`config.mk`:
```
export PLATFORM = sky130hd
export DESIGN_NAME = chunk_adder_flat
export DESIGN_NICKNAME = d
export VERILOG_FILES = /design/src/rtl/chunk_adder_if.sv /design/src/rtl/chunk_adder.sv /design/src/flat_wrapper.sv
export SDC_FILE = /design/constraint.sdc
export NUM_CORES = 1
export LEC_CHECK = 0
export CAP_MARGIN = 20
export CORE_MARGIN = 2
export CORE_UTILIZATION = 53
export DETAILED_ROUTE_END_ITERATION = 12
export PLACE_DENSITY = 0.76
export SYNTH_ARGS = -nofsm -noshare
export SYNTH_HDL_FRONTEND = slang
export SYNTH_SLANG_ARGS = --single-unit
```
`constraint.sdc`:
```
create_clock -name clk -period 3.69 [get_ports clk]
set_input_delay 1.107 -clock clk [delete_from_list [all_inputs] [get_ports clk]]
set_output_delay 1.107 -clock clk [all_outputs]
set_load 0.05 [all_outputs]
```
`src/rtl/chunk_adder_if.sv`:
```
`default_nettype none
// ============================================================================
// Module      : chunk_adder_if
// Description : Request/result bundle for the multi-cycle chunked adder.
//               master drives start/a/b/cin/sub and observes busy/done/sum/cout;
//               slave is the adder side.
// Ports       : start, a[WIDTH], b[WIDTH], cin, sub  (master -> slave)
//               busy, done, sum[WIDTH], cout         (slave -> master)
// Revision    : 1.0 - initial release
// ============================================================================
interface chunk_adder_if #(
  parameter int WIDTH = 32
);
  logic             start;
  logic [WIDTH-1:0] a;
  logic [WIDTH-1:0] b;
  logic             cin;
  logic             sub;
  logic             busy;
  logic             done;
  logic [WIDTH-1:0] sum;
  logic             cout;

  modport master (
    output start, a, b, cin, sub,
    input  busy, done, sum, cout
  );

  modport slave (
    input  start, a, b, cin, sub,
    output busy, done, sum, cout
  );
endinterface
`default_nettype wire

```
`src/rtl/chunk_adder.sv`:
```
`default_nettype none
// ============================================================================
// Module      : chunk_adder
// Description : Serial-by-chunk adder/subtractor. Adds CHUNK bits per clock,
//               LSB chunk first, producing a WIDTH-bit result after
//               N = WIDTH/CHUNK RUN cycles. Subtraction is A + ~B + 1, so in
//               sub mode cout = 1 means no borrow (A >= B).
// Ports       : clk    - rising-edge clock
//               rst_n  - asynchronous active-low reset
//               bus    - chunk_adder_if.slave (start/a/b/cin/sub in,
//                        busy/done/sum/cout out)
// Revision    : 1.0 - initial release
// ============================================================================
module chunk_adder #(
  parameter int WIDTH = 32,
  parameter int CHUNK = 8
) (
  input  wire          clk,
  input  wire          rst_n,
  chunk_adder_if.slave bus
);

  localparam int N  = WIDTH / CHUNK;
  localparam int IW = (N > 1) ? $clog2(N) : 1;

  localparam logic [IW-1:0] c_LAST = IW'(N - 1);

  localparam logic [1:0] c_IDLE = 2'd0;
  localparam logic [1:0] c_RUN  = 2'd1;
  localparam logic [1:0] c_DONE = 2'd2;

  logic [1:0]       state_q, state_d;
  logic [IW-1:0]    idx_q, idx_d;
  logic [WIDTH-1:0] a_q, a_d;
  logic [WIDTH-1:0] b_q, b_d;
  logic             carry_q, carry_d;
  logic [WIDTH-1:0] acc_q, acc_d;
  logic [WIDTH-1:0] sum_q, sum_d;
  logic             cout_q, cout_d;

  // Current chunk operands and their CHUNK+1 bit sum (top bit = chunk carry)
  logic [CHUNK-1:0] w_chunk_a;
  logic [CHUNK-1:0] w_chunk_b;
  logic [CHUNK:0]   w_chunk_sum;

  assign w_chunk_a   = a_q[int'(idx_q) * CHUNK +: CHUNK];
  assign w_chunk_b   = b_q[int'(idx_q) * CHUNK +: CHUNK];
  assign w_chunk_sum = {1'b0, w_chunk_a} + {1'b0, w_chunk_b} + {{CHUNK{1'b0}}, carry_q};

  always_comb begin
    state_d = state_q;
    idx_d   = idx_q;
    a_d     = a_q;
    b_d     = b_q;
    carry_d = carry_q;
    acc_d   = acc_q;
    sum_d   = sum_q;
    cout_d  = cout_q;

    case (state_q)
      // DONE accepts a new start exactly like IDLE, giving back-to-back ops
      c_IDLE, c_DONE: begin
        if (bus.start) begin
          a_d     = bus.a;
          b_d     = bus.sub ? ~bus.b : bus.b;
          carry_d = bus.sub ? 1'b1 : bus.cin;
          idx_d   = '0;
          state_d = c_RUN;
        end else begin
          state_d = c_IDLE;
        end
      end

      c_RUN: begin
        acc_d[int'(idx_q) * CHUNK +: CHUNK] = w_chunk_sum[CHUNK-1:0];
        carry_d = w_chunk_sum[CHUNK];
        if (idx_q == c_LAST) begin
          // acc_d already holds the final chunk written above
          sum_d   = acc_d;
          cout_d  = w_chunk_sum[CHUNK];
          state_d = c_DONE;
        end else begin
          idx_d = idx_q + 1'b1;
        end
      end

      default: state_d = c_IDLE;
    endcase
  end

  always_ff @(posedge clk or negedge rst_n) begin
    if (!rst_n) begin
      state_q <= c_IDLE;
      idx_q   <= '0;
      a_q     <= '0;
      b_q     <= '0;
      carry_q <= 1'b0;
      acc_q   <= '0;
      sum_q   <= '0;
      cout_q  <= 1'b0;
    end else begin
      state_q <= state_d;
      idx_q   <= idx_d;
      a_q     <= a_d;
      b_q     <= b_d;
      carry_q <= carry_d;
      acc_q   <= acc_d;
      sum_q   <= sum_d;
      cout_q  <= cout_d;
    end
  end

  assign bus.busy = (state_q == c_RUN);
  assign bus.done = (state_q == c_DONE);
  assign bus.sum  = sum_q;
  assign bus.cout = cout_q;

endmodule
`default_nettype wire

```
`src/flat_wrapper.sv`:
```
// flat-port wrapper written by rule: the top's interface ports become plain ports
module chunk_adder_flat 
#(
  parameter int WIDTH = 32,
  parameter int CHUNK = 8
)
  (clk, rst_n, bus_start, bus_a, bus_b, bus_cin, bus_sub, bus_busy, bus_done, bus_sum, bus_cout);
  chunk_adder_if #(.WIDTH(WIDTH)) bus_i ();
  input  wire clk;
  input  wire rst_n;
  input wire logic [$bits(bus_i.start)-1:0] bus_start;
  input wire logic [$bits(bus_i.a)-1:0] bus_a;
  input wire logic [$bits(bus_i.b)-1:0] bus_b;
  input wire logic [$bits(bus_i.cin)-1:0] bus_cin;
  input wire logic [$bits(bus_i.sub)-1:0] bus_sub;
  output wire logic [$bits(bus_i.busy)-1:0] bus_busy;
  output wire logic [$bits(bus_i.done)-1:0] bus_done;
  output wire logic [$bits(bus_i.sum)-1:0] bus_sum;
  output wire logic [$bits(bus_i.cout)-1:0] bus_cout;
  assign bus_i.start = bus_start;
  assign bus_i.a = bus_a;
  assign bus_i.b = bus_b;
  assign bus_i.cin = bus_cin;
  assign bus_i.sub = bus_sub;
  assign bus_busy = bus_i.busy;
  assign bus_done = bus_i.done;
  assign bus_sum = bus_i.sum;
  assign bus_cout = bus_i.cout;
  chunk_adder #(.WIDTH(WIDTH), .CHUNK(CHUNK)) u_core (.clk(clk), .rst_n(rst_n), .bus(bus_i));
endmodule
```
Yosys cells after proc, flatten, opt, wreduce, memory -nomap -nowiden
Index checks and enable logic that the tools add are counted.
{"block": "op_classes", "n_addsub": 4, "eq_ne": 6, "shift": 4, "mux": 11, "bitwise_logic": 1, "reduce_logical": 7}
{"op": "32-bit by 6-bit variable part select with 8-bit output", "count": 2}
{"op": "5-bit negation with 33-bit output", "count": 1}
{"op": "8-bit by 33-bit variable shift with 32-bit output, first input constant", "count": 1}
{"op": "8-bit by 33-bit variable part select with 32-bit output", "count": 1}
{"op": "32-bit bitwise mux", "count": 1}
{"op": "32-bit two-way mux", "count": 1}
{"op": "32-bit inverter", "count": 1}
{"op": "8-bit by 8-bit adder with 9-bit output", "count": 1}
{"op": "9-bit by 1-bit adder with 9-bit output", "count": 1}
{"op": "2-bit case mux with 2 select lines", "count": 2}
{"op": "2-bit two-way mux", "count": 3}
{"op": "2-bit AND reduction", "count": 3}
{"op": "2-bit == test, second input constant", "count": 2}
{"op": "2-bit != test, second input constant", "count": 2}
{"op": "1-bit two-way mux", "count": 3}
{"op": "3-bit AND reduction", "count": 1}
{"op": "2-bit by 1-bit adder with 2-bit output, second input constant", "count": 1}
{"op": "2-bit by 1-bit == test with 1-bit output, second input constant", "count": 1}
{"op": "2-bit logical NOT", "count": 1}
{"op": "2-bit by 1-bit != test with 1-bit output, second input constant", "count": 1}
{"op": "1-bit case mux with 2 select lines", "count": 1}
{"op": "2-bit nonzero test", "count": 1}
{"op": "2-bit OR reduction", "count": 1}
{"block": "word_totals", "register_bits": 134, "output_inout_bits": 35}

Longest topological paths before layout
Gate-level depths: netlist of run 1.
{"block": "logic_depth", "depth_word": 5, "ltp_mapped": 9, "ltp_nobuf": 8}

Worst setup path after synthesis of run 1
No wires, ideal clock.
{"block": "synth_timing", "path_type": "register to register", "from": "register u_core.idx_q[0]", "to": "register u_core.acc_q[23]", "setup_time_ps": 121, "t_arrival_ps": 3067, "required_ps": 3569, "setup_slack_ps": 502, "stages_incl_launch_ff": 10, "path_cell_list": "dfrtp_1 -> buf_2 -> buf_2 -> mux4_2 -> ha_1 -> and3_1 -> a21boi_2 -> mux2_4 -> or2_4 -> a22o_1"}
{"block": "synth_via", "elab_chain_len": 5}
{"element": "start: declaration", "line_no": "chunk_adder.sv:33", "rtl": "logic [IW-1:0] idx_q, idx_d;"}
{"element": "start signal: assignment", "line_no": "chunk_adder.sv:103", "rtl": "idx_q <= idx_d;"}
{"element": "32-bit by 6-bit variable part select with 8-bit output (on tied branches)", "line_no": "chunk_adder.sv:46, chunk_adder.sv:47"}
{"element": "8-bit by 8-bit adder with 9-bit output", "line_no": "chunk_adder.sv:48", "rtl": "assign w_chunk_sum = {1'b0, w_chunk_a} + {1'b0, w_chunk_b} + {{CHUNK{1'b0}}, carry_q};"}
{"element": "9-bit by 1-bit adder with 9-bit output", "line_no": "chunk_adder.sv:48"}
{"element": "8-bit by 33-bit variable part select with 32-bit output", "line_no": "chunk_adder.sv:75", "rtl": "acc_d[int'(idx_q) * CHUNK +: CHUNK] = w_chunk_sum[CHUNK-1:0];"}
{"element": "32-bit bitwise mux *", "line_no": "chunk_adder.sv:75"}
{"element": "end signal: assignment", "line_no": "chunk_adder.sv:98", "rtl": "acc_q <= '0;"}
{"element": "end signal: assignment", "line_no": "chunk_adder.sv:107", "rtl": "acc_q <= acc_d;"}
{"element": "end: declaration", "line_no": "chunk_adder.sv:37", "rtl": "logic [WIDTH-1:0] acc_q, acc_d;"}
Every way passes the cells marked *; elsewhere a longest branch is shown, timed or not.
A chain may end at the register's enable or synchronous reset.

Worst setup path in the final report of run 1
{"block": "layout_timing", "from": "register u_core.idx_q[0]", "to": "register u_core.sum_q[6] (netlist: u_core.bus.sum[6])"}
{"block": "layout_via", "elab_chain_len": 5}
{"element": "32-bit by 6-bit variable part select with 8-bit output (on tied branches)", "line_no": "chunk_adder.sv:46, chunk_adder.sv:47"}
{"element": "8-bit by 8-bit adder with 9-bit output", "line_no": "chunk_adder.sv:48"}
{"element": "9-bit by 1-bit adder with 9-bit output", "line_no": "chunk_adder.sv:48"}
{"element": "8-bit by 33-bit variable part select with 32-bit output", "line_no": "chunk_adder.sv:75"}
{"element": "32-bit bitwise mux", "line_no": "chunk_adder.sv:75"}
{"element": "end signal: assignment", "line_no": "chunk_adder.sv:108", "rtl": "sum_q <= sum_d;"}
{"element": "end: declaration", "line_no": "chunk_adder.sv:38", "rtl": "logic [WIDTH-1:0] sum_q, sum_d;"}
Several ways; a longest one is shown, not always the timed one.

==> results of run 1 <==
[logic make-up (layout without fill, tap and decap cells)]
group / count (synthesis) / in the layout
AO/OA/AOI/OAI: 120 / 120
XOR/XNOR: 36 / 36
adder cells (fa/ha/maj): 15 / 15
buffers and inverters: 42 / 156
flip-flops: 134 / 134
multiplexers: 49 / 49
AND/OR/NAND/NOR: 132 / 132
[synthesized netlist by cell type, types with 2 or more instances]
master / instances / share of area
inv_2: 2 / 0.0012
mux2_2: 32 / 0.057
inv_1: 9 / 0.0054
mux4_2: 16 / 0.057
clkbuf_1: 13 / 0.0078
o21ai_0: 40 / 0.032
a22o_1: 28 / 0.039
nand2_1: 48 / 0.029
fa_1: 2 / 0.0064
and3_1: 4 / 0.0040
nand2b_1: 3 / 0.0030
a221oi_2: 3 / 0.0072
nor4_2: 2 / 0.0040
clkinv_1: 2 / 0.0012
a221oi_1: 26 / 0.036
buf_2: 13 / 0.010
buf_1: 3 / 0.0018
ha_1: 13 / 0.026
a21o_1: 2 / 0.0024
nor3b_1: 2 / 0.0024
nand3_1: 2 / 0.0016
nor2_1: 61 / 0.036
nor3_1: 2 / 0.0016
and2_1: 2 / 0.0020
nor2b_1: 2 / 0.0020
a21oi_1: 8 / 0.0064
xnor2_1: 34 / 0.047
dfrtp_1: 134 / 0.53
a22o_2: 4 / 0.0064
[tightest hold or removal path, delay by kind of cell, from the launching register on]
family	cells	cell delay [ns]
AOI/OAI and AO/OA	1	0.06
and+or+nand+nor	1	0.04
DFF	1	0.34
[layout make-up]
class	count	area, sq um	area share
timing repair buffer	111	1110	0.137
tap	143	179	0.0221
clock buffer	18	439	0.0543
sequential	134	3350	0.414
inverter	13	48.8	0.00603
multi-input combinational	352	2770	0.342
clock inverter	14	199	0.0246
[per-layer routing]
layer  up-vias  wire, microns  track usage
li1       2112              -            -
met1      2341           6110        0.315
met2       187           7910        0.433
met3        33            846       0.0487
met4         0            402        0.113
met5         -              0            0
[state kept, by name, summed over array words and instances (netlist names)]
| name | cells |
|---|---|
| u_core.state_q | 2 |
| u_core.bus.cout | 1 |
| u_core.bus.sum | 32 |
| u_core.idx_q | 2 |
| u_core.b_q | 32 |
| u_core.acc_q | 32 |
| u_core.a_q | 32 |
| u_core.carry_q | 1 |
[per-stage QoR]
| stage | area [sq um] | util | cells | setup slack [ns] |
|---|---|---|---|---|
| floorplan | 6290 | - | 528 | 0.502 |
| global placement | 7460 | 0.647 | 753 | 0.404 |
| detailed placement | 7460 | 0.647 | 753 | 0.298 |
| CTS | 8090 | 0.703 | 785 | 0.249 |
| global route | 8090 | 0.703 | 785 | 0.0609 |
| finish | 8090 | 0.703 | 785 | 0.259 |
[how the worst min path moves through the flow]
stage,endpoint,slack [ns],depth (start not counted)
2_1_floorplan,u_core.b_q[16],0.44,2
3_3_place_gp,u_core.b_q[22],0.46,2
3_5_place_dp,u_core.b_q[14],0.47,2
4_1_cts,u_core.b_q[27],0.49,2
5_1_grt,u_core.b_q[27],0.51,2
6_report,u_core.b_q[26],0.48,2
==> flow_summary.yaml, run 1 <==
status:
  status: "finished, violations left"
  violations: "DRC"
layout:
  final_cell_mix: "134 x dfrtp_1, 101 x clkdlybuf4s50_1, 61 x nor2_1"
  synthToLayoutAreaGrowth_pct: 28.8
  final_nets: 713
  diodes: 0
  nFillCells: 835
  drive_above_1_share: 0.171
  final_common_cell: "dfrtp_1"
grt:
  grt_max_degree: 65
  overflow: 0
  grt_pass1_vias: 4956
  grt_pass1_wl_microns: 25200
  grt_usage: 0.253
  antenna_found_initial: 0
logic_synthesis:
  yosys_most_used_dff: "dfrtp_1"
  synth-simple-area-share: 0.0951
  synth-adder-area-share: 0.0322
  synth_top_family_by_area: "compound AO/OA/AOI/OAI gates"
  synthMuxAreaShare: 0.117
  synth_edf_count: 0
  ys_ff_latch: 134
  synthCells: 528
  async_reset_ff_frac: 1.00
  yosysSeqAreaShare: 0.533
  syn-num-nets: 612
  postSynthAreaPerCell_sq_um: 11.9
  ys_warn_count: 0
  synth_area_sq_mm: 0.00629
  synth_cell_types: 45
  yosys.area_share.xor_xnor: 0.0514
  synth_compound_area_frac: 0.143
critical_path:
  required_ns: 3.99
  slowest_stage: "dfrtp_1"
  r2r-end: "u_core.bus.sum[6]"
  cp_slowest_stage_delay_ns: 0.60
  cp.depth: 8
  critPathLaunch: "u_core.idx_q[0]"
  timing.critical_path.to: "u_core.bus.sum[6]"
  worstPathMaxFanout: 8
  worstSetupStartpointType: "register"
  criticalPathCategory: "register to register"
  rrSetupSlack_ns: 0.26
  reg2reg_depth: 8
  crit_buf_inv: 0
  arrival_ns: 3.73
  cp-end-kind: "register"
  rr_startpoint: "u_core.idx_q[0]"
  crit_chain: "mux4_2 > fa_1 > fa_1 > a21o_1 > a221oi_2 > xnor2_2 > a221oi_2 > nor2_1"
  cp_top_family: "compound AO/OA/AOI/OAI gates"
min_path:
  hold_class: "register to register"
  hp-start: "u_core.b_q[26]"
sta:
  slew_headroom: 0.339
  skew_ns: 0.0104
  setup_viol: 0
  tightest_slew_ns: 0.984
  final-max-slew-violation-count: 0
  period_share: 0.930
  hold_ws_ns: 0.482
  hold_viol: 0
  setup_tns_ns: 0
  fin_crit_ns: 3.43
  fmax_ghz: 0.291
  rsz0062_at_grt: "no"
floorplanning:
  initial_core_util: 0.546
  core-area_sq_mm: 0.0115
  io_pins: 104
  std_cell_rows: 39
  dieArea_sq_mm: 0.0127
  die-height_microns: 113
  die_w_microns: 113
route:
  vias: 4673
  via_per_inst: 5.95
  first_pass_iters: 9
  ant_nets: 0
  drt_iter0_markers: 417
  drc: 6
  finalWirelength_microns: 15300
  wl_per_cell_microns: 19.4
clocking:
  cts_resized: 0
  postCtsHoldBufs: 0
  cts_buffer_depth: 2
  path_clk_slew_ns: 0.06
  cts.sinks: 134
  cts-htree-levels: 4
  cts-root-buf: "clkbuf_16"
  postCtsSetupBuffers: 0
  tritoncts: "yes"
  insertion_delay_ns: 0.43
  numCtsBuffers: 17
run:
  timing.max_cap.violations: 0
place:
  portBuffers: 103
  place.gp.congestion: 0.830
  dp_hpwl_microns: 10200
Power of run 1 is left out: the tool's default activity adds up to more than one toggle a clock period on the data nets, which glitch-free logic cannot reach.
==> run 2, diff against run 1 <==
CORE_UTILIZATION = 40   (was 53)
PLACE_DENSITY = 0.6   (was 0.76)
RECOVER_POWER = 50   (was default)
==> run 2 against run 1 <==
Against the previous run: the flow finishes with violations (capacitance limit, slew limit); global-route usage fell by 6.6 points; setup slack improved by 0.098 ns; sequential share of layout area barely moved; wire length fell by 4.3%; sequential cell count did not move; first-iteration DRC count fell by 33%.
==> flow_summary.yaml, run 2 (synthesis results as in run 1) <==
clocking:
  cts-root-buf: "clkbuf_16"
  postCtsSetupBuffers: 0
  numCtsBuffers: 17
  path_clk_slew_ns: 0.06
  cts_resized: 0
  cts-htree-levels: 4
  postCtsHoldBufs: 0
  cts_buffer_depth: 2
  cts.sinks: 134
  tritoncts: "yes"
  insertion_delay_ns: 0.42
route:
  drt_iter0_markers: 281
  drc: 0
  ant_nets: 0
  finalWirelength_microns: 14600
  vias: 4465
  via_per_inst: 5.25
  first_pass_iters: 5
  wl_per_cell_microns: 17.2
sta:
  fin_crit_ns: 3.33
  slew_headroom: -0.620
  period_share: 0.903
  tightest_slew_ns: 2.43
  hold_viol: 0
  setup_tns_ns: 0
  rsz0062_at_grt: "no"
  skew_ns: 0.00918
  setup_viol: 0
  fmax_ghz: 0.300
  final-max-slew-violation-count: 51
floorplanning:
  io_pins: 104
  die_w_microns: 129
  initial_core_util: 0.412
  std_cell_rows: 45
  dieArea_sq_mm: 0.0167
  die-height_microns: 129
  core-area_sq_mm: 0.0153
run:
  timing.max_cap.violations: 1
critical_path:
  required_ns: 3.98
  path_common_cell: "fa_1"
  worstPathMaxFanout: 8
  crit_chain: "mux4_2 > fa_1 > fa_1 > a21o_1 > a21oi_1 > xnor2_1 > a221oi_1 > nor2_1"
  slowest_stage: "mux4_2"
  rrSetupSlack_ns: 0.36
  cp_slowest_stage_delay_ns: 0.59
  arrival_ns: 3.63
  cp-end-kind: "register"
  worstSetupStartpointType: "register"
  criticalPathCategory: "register to register"
place:
  dp.cells: 821
  dp_hpwl_microns: 10400
  place.gp.congestion: 0.812
  portBuffers: 103
  placed_area_sq_mm: 0.00753
layout:
  drive_above_1_share: 0.159
  nFillCells: 1365
  diodes: 0
  final_common_cell: "dfrtp_1"
  synthToLayoutAreaGrowth_pct: 28.7
  layout.cells.non_filler: 851
  final_cell_mix: "134 x dfrtp_1, 100 x clkdlybuf4s50_1, 61 x nor2_1"
  fin_area_sq_mm: 0.00809
  final_nets: 713
min_path:
  hold_class: "register to register"
status:
  status: "finished, violations left"
  violations: "capacitance limit, slew limit"
grt:
  grt_pass1_wl_microns: 24100
  overflow: 0
  grt_pass1_vias: 4570
  antenna_found_initial: 0
  grt_max_degree: 58
  grt_usage: 0.187
## run 2: changes by cell type in the layout (fill, tap and decap cells not counted), sizes merged
cell,previous run,this run
buf,10,9
dlygate4sd2,0,1
dlygate4sd3,0,1
inv,14,11
clkinvlp,4,0
clkdlybuf4s50,101,100
clkinv,5,4
clkbuf,18,27
bufinv,4,1
## run 2: layout make-up
type                            instances  area, sq um  share of cell area
Clock buffer                           27          523              0.0647
Clock inverter                          3         40.0             0.00495
Sequential cell                       134         3350               0.415
Multi-Input combinational cell        352         2760               0.341
Timing Repair Buffer                  111         1100               0.136
Tap cell                              211          264              0.0326
Inverter                               13         48.8             0.00603
## run 2: stage by stage
stage / util / hold slack (ns) / setup slack (ns)
CTS: 0.531 / 0.481 / 0.335
global placement: 0.494 / 0.462 / 0.426
detailed placement: 0.494 / 0.470 / 0.345
floorplan: - / 0.445 / 0.502
finish: 0.530 / 0.475 / 0.357
global route: 0.530 / 0.500 / 0.136
## run 2: per-layer routing
| layer | vias to the layer above | GRT usage | part of all wire |
|---|---|---|---|
| met2 | 135 | 0.307 | 0.49 |
| met1 | 2202 | 0.241 | 0.44 |
| met5 | - | 0 | 0 |
| met3 | 19 | 0.0483 | 0.052 |
| met4 | 0 | 0.0627 | 0.017 |
| li1 | 2109 | - | - |
## run 2: final timing paths
check                           startpoint                end  depth (start not counted)
min                         u_core.b_q[12]     u_core.b_q[12]                          2
max in group asynchronous            rst_n      u_core.a_q[3]                          2
max reg2reg                u_core.idx_q[0]  u_core.bus.sum[4]                          8
min in group asynchronous            rst_n    u_core.acc_q[5]                          1
min reg2reg                 u_core.b_q[12]     u_core.b_q[12]                          2
max                        u_core.idx_q[0]  u_core.bus.sum[4]                          8
## run 2: critical path, delay by kind of cell (launching register included)
family,cells,cell delay [ns]
flops,1,0.56
xor+xnor,1,0.33
fa+ha+maj,2,0.86
simple gates,1,0.07
mux,1,0.59
compound gates,3,0.79
Power of run 2 is left out for the same reason.
==> RTL change (config.mk and constraints of run 2) <==
`WIDTH` is set to 32 in 3 places; all go to 16.
--- a/src/rtl/chunk_adder_if.sv
+++ b/src/rtl/chunk_adder_if.sv
@@ -10,5 +10,5 @@
 // ============================================================================
 interface chunk_adder_if #(
-  parameter int WIDTH = 32
+  parameter int WIDTH = 16
 );
   logic             start;
--- a/src/rtl/chunk_adder.sv
+++ b/src/rtl/chunk_adder.sv
@@ -13,5 +13,5 @@
 // ============================================================================
 module chunk_adder #(
-  parameter int WIDTH = 32,
+  parameter int WIDTH = 16,
   parameter int CHUNK = 8
 ) (
--- a/src/flat_wrapper.sv
+++ b/src/flat_wrapper.sv
@@ -2,5 +2,5 @@
 module chunk_adder_flat 
 #(
-  parameter int WIDTH = 32,
+  parameter int WIDTH = 16,
   parameter int CHUNK = 8
 )
Ports: changed (resized bus_a, bus_b and bus_sum); port bits go from 104 to 56. No check against the original RTL was run, so the function may have changed too.
==> RTL change against run 2 <==
The run still ends with capacitance limit, slew limit left; critical path depth decreased by 1; highest routed layer unchanged; worst setup slack improved by 0.19 ns; sequential cell count decreased by 73; routed wire length decreased by 57%; critical path type unchanged; die area decreased by 50%; clock skew about the same; largest cell class unchanged; synthesized area decreased by 51%; final area decreased by 52%; non-clock buffer count decreased by 51.
==> RTL change: results <==
[status]
status = "finished, violations left"
failed_checks = "capacitance limit, slew limit"

[critical_path]
critPathArrivalTime_ns = 3.41
worst-path-max-fanout = 17

[route]
dr.pass1.iters = 4
drtIter0Drc = 66
via_per_inst = 4.97

[global_route]
grt_max_degree = 38
grt_use_met2_pct = 26.0
gr-usage-met1_pct = 23.0
grtUsageMet3_pct = 3.73
grt_usage_pct = 17.0
grt_pass1_vias = 2255

[cts]
cts-root-buf = "clkbuf_8"
cts-buffers-inserted = 9
htree_levels = 3
clk_latency_ns = 0.34

[logic_synthesis]
synth_cell_types = 41
yosys-top-cells-area = "dfrtp_1 (50%), mux2_2 (12%), nand2_1 (8.7%)"

[sta]
final-max-slew-violation-count = 37
worst_slew_pin_slew_ns = 1.93

[layout]
final_nets = 397

[flow_run]
max_cap_viol_count = 1

[placement]
place_area_sq_um = 3690
gp_congestion = 0.780
hpwl_um = 4610
[RTL change: changes by cell type in the layout (fill, tap and decap cells not counted), sizes merged, moves of 23 or more]
| cell | delta |
|---|---|
| a221oi | -29 |
| dfrtp | -73 |
| clkdlybuf4s50 | -46 |
| nand2 | +23 |
| nor2 | -52 |
| a22o | -31 |
[RTL change: final timing paths]
kind                                 start                end  slack, ns  cells after the start
setup / recovery              u_core.idx_q    u_core.acc_q[7]       0.54                      7
hold / removal             u_core.acc_q[0]  u_core.bus.sum[0]       0.47                      2
setup reg to reg              u_core.idx_q    u_core.acc_q[7]       0.54                      7
hold reg to reg            u_core.acc_q[0]  u_core.bus.sum[0]       0.47                      2
max in group asynchronous            rst_n     u_core.a_q[14]       0.91                      2
min in group asynchronous            rst_n  u_core.bus.sum[7]       1.30                      1
[RTL change: cells by family (layout without fill, tap and decap cells)]
logic type               Yosys count  count (layout)  synth area share, %
AO/OA/AOI/OAI                     48              48                 10.3
adder cells (fa/ha/maj)            9               9                 4.17
multiplexers                      33              33                 12.1
flip-flops                        61              61                 49.9
buffers and inverters             22              80                 2.98
AND/OR/NAND/NOR                  108             108                 15.8
XOR/XNOR                          17              17                 4.86
[RTL change: worst max-delay path, stage by stage (launching register included)]
cell and delay (ns):
dfrtp_1 0.42, clkbuf_1 0.75, mux2_1 0.46, ha_1 0.34, a211o_1 0.32, a2111oi_2 0.43
nor2_1 0.13, o211ai_1 0.20
[RTL change: cell type report]
type	count	area (sq um)
clock buffer	12	145
multi-input combinational	215	1450
inverter	4	15.0
tap	99	124
sequential	61	1530
clock inverter	4	95.1
timing repair buffer	60	571
fill	696	3410
[RTL change: routing by layer]
layer  up-vias  part of all wire, %  routed length [um]
li1       1123                    -                   -
met1      1078                   48                3030
met2        49                   46                2940
met3        13                  3.8                 241
met4         0                  2.0                 128
met5         -                    0                   0
[RTL change: per-stage QoR]
step | hold slack, ns | std cells
6_report | 0.469 | 455
5_1_grt | 0.494 | 455
4_1_cts | 0.472 | 455
3_5_place_dp | 0.454 | 439
3_3_place_gp | 0.451 | 439
2_1_floorplan | 0.439 | 298
[RTL change: power by group through the flow]
stage	Sequential, mW	Clock [mW]	Combinational [mW]
global route	1.21	0.773	2.64
finish	1.16	0.724	2.37
global placement	1.17	0	2.36
CTS	1.17	0.745	2.39
detailed placement	1.18	0	2.38
floorplan	1.41	0	1.50
